--- src/rtl/chroma_pkg.sv ---
// Shared types, default geometry and pixel helpers for the chroma-key mixer.
// Green spill suppression is compiled in only when CHROMA_SPILL_EN is defined.
package chroma_pkg;

  typedef struct packed {
    logic [3:0] r;
    logic [3:0] g;
    logic [3:0] b;
  } rgb444_t;

  localparam int DEF_H_ACTIVE = 640;
  localparam int DEF_V_ACTIVE = 480;
  localparam int KEY_CNT_W    = 19;

  // Sums are widened to 5 bits so R+margin and B+margin never wrap.
  function automatic logic is_key_px(rgb444_t p, logic [3:0] g_min, logic [3:0] margin);
    logic [4:0] g5;
    g5 = {1'b0, p.g};
    return (p.g >= g_min) &&
           (g5 >= ({1'b0, p.r} + {1'b0, margin})) &&
           (g5 >= ({1'b0, p.b} + {1'b0, margin}));
  endfunction

  function automatic logic [3:0] spill_green(rgb444_t p);
    logic [3:0] mx;
    mx = (p.r > p.b) ? p.r : p.b;
    return (p.g > mx) ? mx : p.g;
  endfunction

endpackage

--- src/rtl/chroma_key_mixer_sync_delay.sv ---
// sync_delay: fixed-depth shift register used to line raw display timing up
// with the smoothed pixel stream. DEPTH must be at least 1.
module sync_delay #(
  parameter int WIDTH = 1,
  parameter int DEPTH = 2
) (
  input  logic             clk,
  input  logic             reset_n,
  input  logic [WIDTH-1:0] d,
  output logic [WIDTH-1:0] q
);

  logic [WIDTH-1:0] stage_q [DEPTH];
  logic [WIDTH-1:0] stage_d [DEPTH];

  always_comb begin
    stage_d[0] = d;
    for (int i = 1; i < DEPTH; i++) stage_d[i] = stage_q[i-1];
  end

  always_ff @(posedge clk or negedge reset_n) begin
    if (!reset_n) begin
      for (int i = 0; i < DEPTH; i++) stage_q[i] <= '0;
    end else begin
      for (int i = 0; i < DEPTH; i++) stage_q[i] <= stage_d[i];
    end
  end

  assign q = stage_q[DEPTH-1];

endmodule

--- src/rtl/chroma_key_mixer.sv ---
// Chroma-key compositor: keys green foreground pixels to the background and
// reports per-frame key counts. Define CHROMA_SPILL_EN for green spill suppression.
module chroma_key_mixer
  import chroma_pkg::*;
#(
  parameter int H_ACTIVE  = DEF_H_ACTIVE,
  parameter int V_ACTIVE  = DEF_V_ACTIVE,
  parameter int ALIGN_DLY = 2,
  parameter int MIN_RUN   = 2
) (
  input  logic                 clk,
  input  logic                 reset_n,
  input  logic                 display_enable,
  input  logic [9:0]           x_pixel,
  input  logic [8:0]           y_pixel,
  input  logic [11:0]          pixel_in,
  input  logic [11:0]          bg_pixel,
  input  logic [3:0]           g_min,
  input  logic [3:0]           margin,
  output logic [11:0]          pixel_out,
  output logic                 de_out,
  output logic                 mask_out,
  output logic [KEY_CNT_W-1:0] key_count,
  output logic                 key_count_valid
);

  localparam int TW = 1 + 10 + 9;

  logic [TW-1:0] tim_a;
  logic          de_a;
  logic [9:0]    x_a;
  logic [8:0]    y_a;

  sync_delay #(.WIDTH(TW), .DEPTH(ALIGN_DLY)) u_align (
    .clk     (clk),
    .reset_n (reset_n),
    .d       ({display_enable, x_pixel, y_pixel}),
    .q       (tim_a)
  );

  assign de_a = tim_a[19];
  assign x_a  = tim_a[18:9];
  assign y_a  = tim_a[8:0];

  // Stage 1: classification
  rgb444_t fg1_q, fg1_d, bg1_q, bg1_d;
  logic    de1_q, de1_d, key1_q, key1_d;
  logic [9:0] x1_q, x1_d;
  logic [8:0] y1_q, y1_d;

  // Run counter and stage 2: mux
  logic [2:0] run_q, run_d, run_base;
  logic [3:0] run_sum;
  logic       mask;
  rgb444_t    fg_out;
  logic [11:0] pix2_q, pix2_d;
  logic       de2_q, de2_d, mask2_q, mask2_d;
  logic [9:0] x2_q, x2_d;
  logic [8:0] y2_q, y2_d;

  // Frame statistics
  logic                 frame_start, frame_end;
  logic [KEY_CNT_W-1:0] acc_q, acc_d, acc_sum, kc_q, kc_d;
  logic                 armed_q, armed_d, kcv_q, kcv_d;

  always_comb begin
    fg1_d  = rgb444_t'(pixel_in);
    bg1_d  = rgb444_t'(bg_pixel);
    de1_d  = de_a;
    x1_d   = x_a;
    y1_d   = y_a;
    key1_d = de_a && is_key_px(rgb444_t'(pixel_in), g_min, margin);

    // A run restarts at every line start and after any blanking gap.
    run_base = (!de1_q || x1_q == 10'd0) ? 3'd0 : run_q;
    run_sum  = {1'b0, run_base} + 4'd1;
    mask     = key1_q && (run_sum >= 4'(MIN_RUN));
    if (!key1_q)                      run_d = 3'd0;
    else if (run_sum >= 4'(MIN_RUN))  run_d = 3'(MIN_RUN);
    else                              run_d = run_sum[2:0];

    fg_out = fg1_q;
`ifdef CHROMA_SPILL_EN
    fg_out.g = spill_green(fg1_q);
`endif
    de2_d   = de1_q;
    mask2_d = de1_q && mask;
    pix2_d  = !de1_q ? 12'd0 : (mask ? bg1_q : fg_out);
    x2_d    = x1_q;
    y2_d    = y1_q;

    frame_start = de2_q && (x2_q == 10'd0) && (y2_q == 9'd0);
    frame_end   = de2_q && (x2_q == 10'(H_ACTIVE - 1)) && (y2_q == 9'(V_ACTIVE - 1));
    acc_sum     = acc_q + KEY_CNT_W'(mask2_q);
    acc_d       = frame_end ? '0 : acc_sum;
    armed_d     = armed_q || frame_start;
    // An unarmed frame (started before reset released) is never reported.
    kcv_d       = frame_end && armed_q;
    kc_d        = kcv_d ? acc_sum : kc_q;
  end

  always_ff @(posedge clk or negedge reset_n) begin
    if (!reset_n) begin
      fg1_q   <= '0;
      bg1_q   <= '0;
      de1_q   <= 1'b0;
      key1_q  <= 1'b0;
      x1_q    <= '0;
      y1_q    <= '0;
      run_q   <= '0;
      pix2_q  <= '0;
      de2_q   <= 1'b0;
      mask2_q <= 1'b0;
      x2_q    <= '0;
      y2_q    <= '0;
      acc_q   <= '0;
      kc_q    <= '0;
      armed_q <= 1'b0;
      kcv_q   <= 1'b0;
    end else begin
      fg1_q   <= fg1_d;
      bg1_q   <= bg1_d;
      de1_q   <= de1_d;
      key1_q  <= key1_d;
      x1_q    <= x1_d;
      y1_q    <= y1_d;
      run_q   <= run_d;
      pix2_q  <= pix2_d;
      de2_q   <= de2_d;
      mask2_q <= mask2_d;
      x2_q    <= x2_d;
      y2_q    <= y2_d;
      acc_q   <= acc_d;
      kc_q    <= kc_d;
      armed_q <= armed_d;
      kcv_q   <= kcv_d;
    end
  end

  assign pixel_out       = pix2_q;
  assign de_out          = de2_q;
  assign mask_out        = mask2_q;
  assign key_count       = kc_q;
  assign key_count_valid = kcv_q;

endmodule

--- config.mk ---
export PLATFORM = sky130hd
export DESIGN_NAME = chroma_key_mixer
export DESIGN_NICKNAME = d
export VERILOG_FILES = /design/src/rtl/chroma_pkg.sv /design/src/rtl/chroma_key_mixer_sync_delay.sv /design/src/rtl/chroma_key_mixer.sv
export SDC_FILE = /design/constraint.sdc
export NUM_CORES = 1
export LEC_CHECK = 0
export CAP_MARGIN = 0
export CORE_MARGIN = 3
export CORE_UTILIZATION = 53
export DETAILED_ROUTE_END_ITERATION = 10
export MAX_ROUTING_LAYER = met4
export PLACE_DENSITY = 0.79
export SYNTH_ARGS = -nofsm -noshare
export SYNTH_HDL_FRONTEND = slang
export SYNTH_SLANG_ARGS = --single-unit
--- constraint.sdc ---
create_clock -name clk -period 3.2 [get_ports clk]
set_input_delay 0.96 -clock clk [delete_from_list [all_inputs] [get_ports clk]]
set_output_delay 0.96 -clock clk [all_outputs]
set_load 0.05 [all_outputs]
# == Yosys cells after proc, flatten, opt, wreduce, memory -nomap -nowiden ==
# Index checks and enable logic that the tools add are counted.
# word_totals
register_bits,161
inputBits,54
wordCells,54
# op_classes
add_sub_neg,4
magnitude_cmp,4
eq_ne,2
n_mux,6
n_reduce_logical,16
# op_table
op,count
2-to-1 mux 12 bit,2
zero test 10 bit,2
adder 19 x 1 -> 19 bit,1
2-to-1 mux 19 bit,1
adder 4 x 4 -> 5 bit,2
== test 10 bit (second input constant),1
greater-or-equal comparator 4 x 5 -> 1 bit,2
logical AND 1 bit,10
== test 9 bit (second input constant),1
zero test 9 bit,1
2-to-1 mux 3 bit,3
adder 3 x 1 -> 4 bit (second input constant),1
greater-or-equal comparator 4 x 2 -> 1 bit (second input constant),1
greater-or-equal comparator 4 bit,1
logical OR 1 bit,2
zero test 1 bit,1

# == Logic depth before layout (Yosys ltp) ==
# Gate-level depths: netlist of run 1.
# depth
depth_word,8
mapped_depth,10
ltp_nobuf,9

# == By module ==
# A second synthesis of run 1 with hierarchy kept.
# hier_totals
cells_unflattened,406
hier_area_um2,5649.2
# modules_own_cells
module,n_inst,cells_per_inst,area_each_um2,seq_area_each_um2
chroma_key_mixer,1,366,4648.2,3027.9
sync_delay,1,40,1001.0,1001.0

# == Worst setup path after synthesis of run 1 ==
# Ideal clock, no wire load.
# synth_timing
path_type,input to register
startpoint,input pixel_in[0]
endpoint,register key1_q
setup_time_ns,0.123
t_arrival_ns,2.368
required_ns,3.077
setup_slack_ns,0.709
path_stages,8
path_buffers,0
cell_sequence,ha_1 -> inv_1 -> fa_1 -> ha_1 -> a21o_1 -> a21o_1 -> a21oi_1 -> nor4_1
# synth_via
elab_chain_cells,4
# synth_lines
item,line,rtl
start: declaration,chroma_key_mixer.sv:16,"input logic [11:0] pixel_in,"
adder 4 x 4 -> 5 bit,chroma_pkg.sv:21,"(g5 >= ({1'b0, p.b} + {1'b0, margin}));"
greater-or-equal comparator 4 x 5 -> 1 bit,chroma_pkg.sv:21,
logical AND 1 bit,chroma_pkg.sv:20,"(g5 >= ({1'b0, p.r} + {1'b0, margin})) &&"
logical AND 1 bit,chroma_key_mixer.sv:72,"key1_d = de_a && is_key_px(rgb444_t'(pixel_in), g_min, margin);"
named net key1_d,chroma_key_mixer.sv:47,"logic de1_q, de1_d, key1_q, key1_d;"
end signal: assignment,chroma_key_mixer.sv:124,key1_q <= key1_d;
end: declaration,chroma_key_mixer.sv:47,
# The timed path passes the listed nets, and every way through them passes these cells.
# A chain may end at the register's enable or synchronous reset.

# == Final worst setup path of run 1 ==
# layout_timing
startpoint,register x1_q[7]
endpoint,register pix2_q[3] (netlist: pixel_out[3])
# layout_via
elab_chain_cells,8
# layout_lines
item,line,rtl
start: declaration,chroma_key_mixer.sv:48,"logic [9:0] x1_q, x1_d;"
start signal: assignment,chroma_key_mixer.sv:108,x1_q <= '0;
start signal: assignment,chroma_key_mixer.sv:125,x1_q <= x1_d;
zero test 10 bit,chroma_key_mixer.sv:75,run_base = (!de1_q || x1_q == 10'd0) ? 3'd0 : run_q;
logical OR 1 bit,chroma_key_mixer.sv:75,
2-to-1 mux 3 bit,chroma_key_mixer.sv:75,
adder 3 x 1 -> 4 bit,chroma_key_mixer.sv:76,"run_sum = {1'b0, run_base} + 4'd1;"
greater-or-equal comparator 4 x 2 -> 1 bit,chroma_key_mixer.sv:77,mask = key1_q && (run_sum >= 4'(MIN_RUN));
logical AND 1 bit,chroma_key_mixer.sv:77,
2-to-1 mux 12 bit (2 in a row),chroma_key_mixer.sv:88,pix2_d = !de1_q ? 12'd0 : (mask ? bg1_q : fg_out);
named net pix2_d[3],chroma_key_mixer.sv:56,"logic [11:0] pix2_q, pix2_d;"
end signal: assignment,chroma_key_mixer.sv:128,pix2_q <= pix2_d;
end: declaration,chroma_key_mixer.sv:56,
# The timed path passes the listed nets, and every way through them passes these cells.

==> results of run 1 <==
## routing by layer
metal	routed length, um	vias to the layer above
li1	-	1574
met4	219	0
met5	0	-
met1	4174	1668
met3	577	20
met2	5332	100
## synthesized netlist by cell type, types with 4 or more instances
cell type  number
dfrtp_1       161
nand2_1        47
ha_1           24
nor2_1         23
o21ai_0        17
xor2_1         14
inv_1          13
mux2i_1        13
nand3_1         9
nand4_1         9
a21o_1          8
nor4_1          7
xnor2_1         7
a21oi_1         6
clkbuf_1        5
and3_1          4
nor2b_1         4
nor3_1          4
## power breakdown
part,internal [mW],switching (mW),total [mW]
registers,2.11,0.0317,2.14
logic,0.132,0.152,0.284
clock network,1.01,0.912,1.92
## per-stage QoR
stage,power [mW],area [um^2],util [%],hold slack [ns],instances
4_1_cts,4.396,7264,70.05,0.3512,657
6_report,4.352,7269,70.10,0.3501,657
3_5_place_dp,2.461,6693,64.54,0.3347,625
3_3_place_gp,2.445,6693,64.54,0.3313,625
5_1_grt,4.532,7269,70.10,0.3570,657
2_1_floorplan,2.295,5657,-,0.3312,407
## worst max-delay path: stages, from the launching register on
cell and delay (ns):
dfrtp_1 0.39, nor4_1 0.46, nand3_1 0.18, and3_1 0.25
ha_1 0.31, a2111oi_0 0.48, mux2i_1 0.29, nand2_4 0.29
mux2i_1 0.24
## sequential cells by signal (all words and copies together), names as in the netlist, 12 cells and up
| register | count |
|---|---|
| acc_q | 19 |
| bg1_q | 12 |
| fg1_q | 12 |
| key_count | 19 |
| pixel_out | 12 |
| u_align.q | 20 |
| u_align.stage_d | 20 |
## logic make-up after synthesis
family	count (synthesis)
xor gates and xnor gates	21
and+or+nand+nor	123
muxes	15
adders and majority gates	26
other	1
AOI/OAI and AO/OA	37
DFF	161
buffers and inverters	23
## cell type report
type	instances	area, um^2	area share, %
Clock buffer	18	417.9	5.749
Clock inverter	14	153.9	2.117
Inverter	13	48.80	0.6713
Multi-Input combinational cell	223	1528	21.02
Sequential cell	161	4029	55.42
Tap cell	136	170.2	2.341
Timing Repair Buffer	92	922.1	12.69
## worst paths after layout
kind	startpoint	end	slack, ns	depth (start not counted)
max in group asynchronous	reset_n	u_align.q[1]$_DFF_PN0_	1.88	2
min reg2reg	u_align.stage_d[6]$_DFF_PN0_	u_align.q[6]$_DFF_PN0_	0.35	0
max	x1_q[7]$_DFF_PN0_	pixel_out[3]$_DFF_PN0_	0.21	8
min in group asynchronous	reset_n	key_count[4]$_DFFE_PN0P_	0.41	1
min	u_align.stage_d[6]$_DFF_PN0_	u_align.q[6]$_DFF_PN0_	0.35	0
max reg2reg	x1_q[7]$_DFF_PN0_	pixel_out[3]$_DFF_PN0_	0.21	8
## repair_timing
item | CTS | global route
resized for setup | 0 | 1
setup endpoints to repair | 0 | 10
endpoints found under the hold margin | 0 | 0
==> summary.md, run 1 <==
| Metric | Value |
|---|---|
| Met2 Track Usage GR | `31.80%` |
| Proportion of layout cells with a drive suffix above 1 | `9.021%` |
| DRC violations left | `0` |
| Grt peak-use layer | `met2` |
| Die Area | `11950 um^2` |
| Crit start category | `flip-flop` |
| Layout Skew | `0.008483 ns` |
| Crit-path max FO | `13` |
| Top cell type's share of synthesized area | `71.22%` |
| Post-synthesis cell type count | `38` |
| DR vias/cell | `5.117` |
| Largest net degree at the start of global routing | `67` |
| Post-CTS setup buffers | `0` |
| Clk buf depth | `2` |
| Number of port buffers | `87` |
| Leading cell type in the layout, fill and taps excluded | `dfrtp_1` |
| GRT Total Usage | `19.78%` |
| WL per Instance | `15.68 um` |
| Die Ht | `109.3 um` |
| Ys async rst share | `100.0%` |
| DP HPWL | `6.853 mm` |
| Hold Crit Class | `reg -> reg` |
| Top_reg_cell synth | `dfrtp_1` |
| P_leak | `3.424 nW` |
| Adder-cell area share of the yosys netlist | `6.016%` |
| # fillers | `713` |
| Flops & latches, synth | `161` |
| Wirelength, routed | `10.30 mm` |
| Setup violators final | `0` |
| Clk Latency, worst-skew pair | `0.53 ns` |
| Top Ports | `88` |
| Crit share post-route | `93.46%` |
| Met3 usage | `6.694%` |
| Crit Path Category | `reg -> reg` |
| CP arrival | `3.43 ns` |
| Post-Synth Simple-Gate Area | `10.88%` |
| CTS root buffer | `clkbuf_8` |
| Num rows | `37` |
| Syn. warnings | `0` |
| Main combinational cell family by area after synthesis | `simple AND/OR/NAND/NOR gates` |
| Layout Nets | `588` |
| Worst slew pin tran | `0.7566 ns` |
| Post-synth top area cell | `dfrtp_1` |
| Synth Area in Compound Gates | `4.004%` |
| GP Congestion | `0.8325` |
| Sequential share of the synthesized area | `71.22%` |
| Slew Viols, Final | `0` |
| Syn Nets | `487` |
| Gr ovfl total | `0` |
| CTS buffer count | `17` |
| Post-CTS Hold Buffers | `0` |
| Area growth syn-to-layout | `28.51%` |
| Core area | `10370 um^2` |
| Main area contributors after synthesis | `dfrtp_1 (71%), ha_1 (5.3%), nand2_1 (3.1%)` |
| Post-synthesis cell area | `5657 um^2` |
| Synth Area in XOR/XNOR | `3.251%` |
| Status | `finished, final reports clean` |
| Routing usage on met1 | `23.47%` |
| Most frequent cells in the layout | `dfrtp_1 (161), clkdlybuf4s50_1 (86), nand2_1 (47)` |
| Die X | `109.3 um` |
| Fin. Hold Viols | `0` |
| CTS tree | `done` |
| Worst VDD drop | `0.4100 mV` |
| Slew margin rel. | `49.18%` |
| Nature of the critical path endpoint | `flip-flop` |
| Vias post-DR | `3362` |
| Number of diodes | `0` |
| Number of synthesized flops with an enable pin | `0` |
| Post-DRT Antenna Nets | `0` |
| # clock sinks | `161` |
| Final WS setup | `0.2094 ns` |
| Final Critical Period | `2.991 ns` |
| Starting DRT DRC Count | `182` |
| Power per standard cell area | `598.7 nW/um^2` |
| Fmax | `334.4 MHz` |
| Number of global-route vias before repair | `3439` |
| Antenna violations before repair | `0` |
| Place WS | `0.1047 ns` |
| Avg Cell Area, Syn | `13.90 um^2` |
| Worst-path clk slew | `0.07 ns` |
| First-pass GRT wire length | `16.77 mm` |
| CP required | `3.64 ns` |
| 1st-pass router iterations | `4` |
| Total Neg Setup Slack | `0 ns` |
| Post-synthesis cell count | `407` |
| Post-synthesis mux area share | `2.699%` |
| H-Tree Depth | `4` |
| Max-cap violation count | `0` |
| Starting Density | `54.55%` |
| RSZ-0062 raised after global routing | `false` |
Power figures use the tool's default switching activity.
==> run 2, diff against run 1 <==
--- a/config.mk
+++ b/config.mk
@@ -11,6 +11,7 @@
 export DETAILED_ROUTE_END_ITERATION = 10
 export MAX_ROUTING_LAYER = met4
 export PLACE_DENSITY = 0.79
+export SKIP_CTS_REPAIR_TIMING = 1
 export SYNTH_ARGS = -nofsm -noshare
 export SYNTH_HDL_FRONTEND = slang
 export SYNTH_SLANG_ARGS = --single-unit
==> results of run 2 <==
Final layout, timing and power as in run 1 (identical DEF).
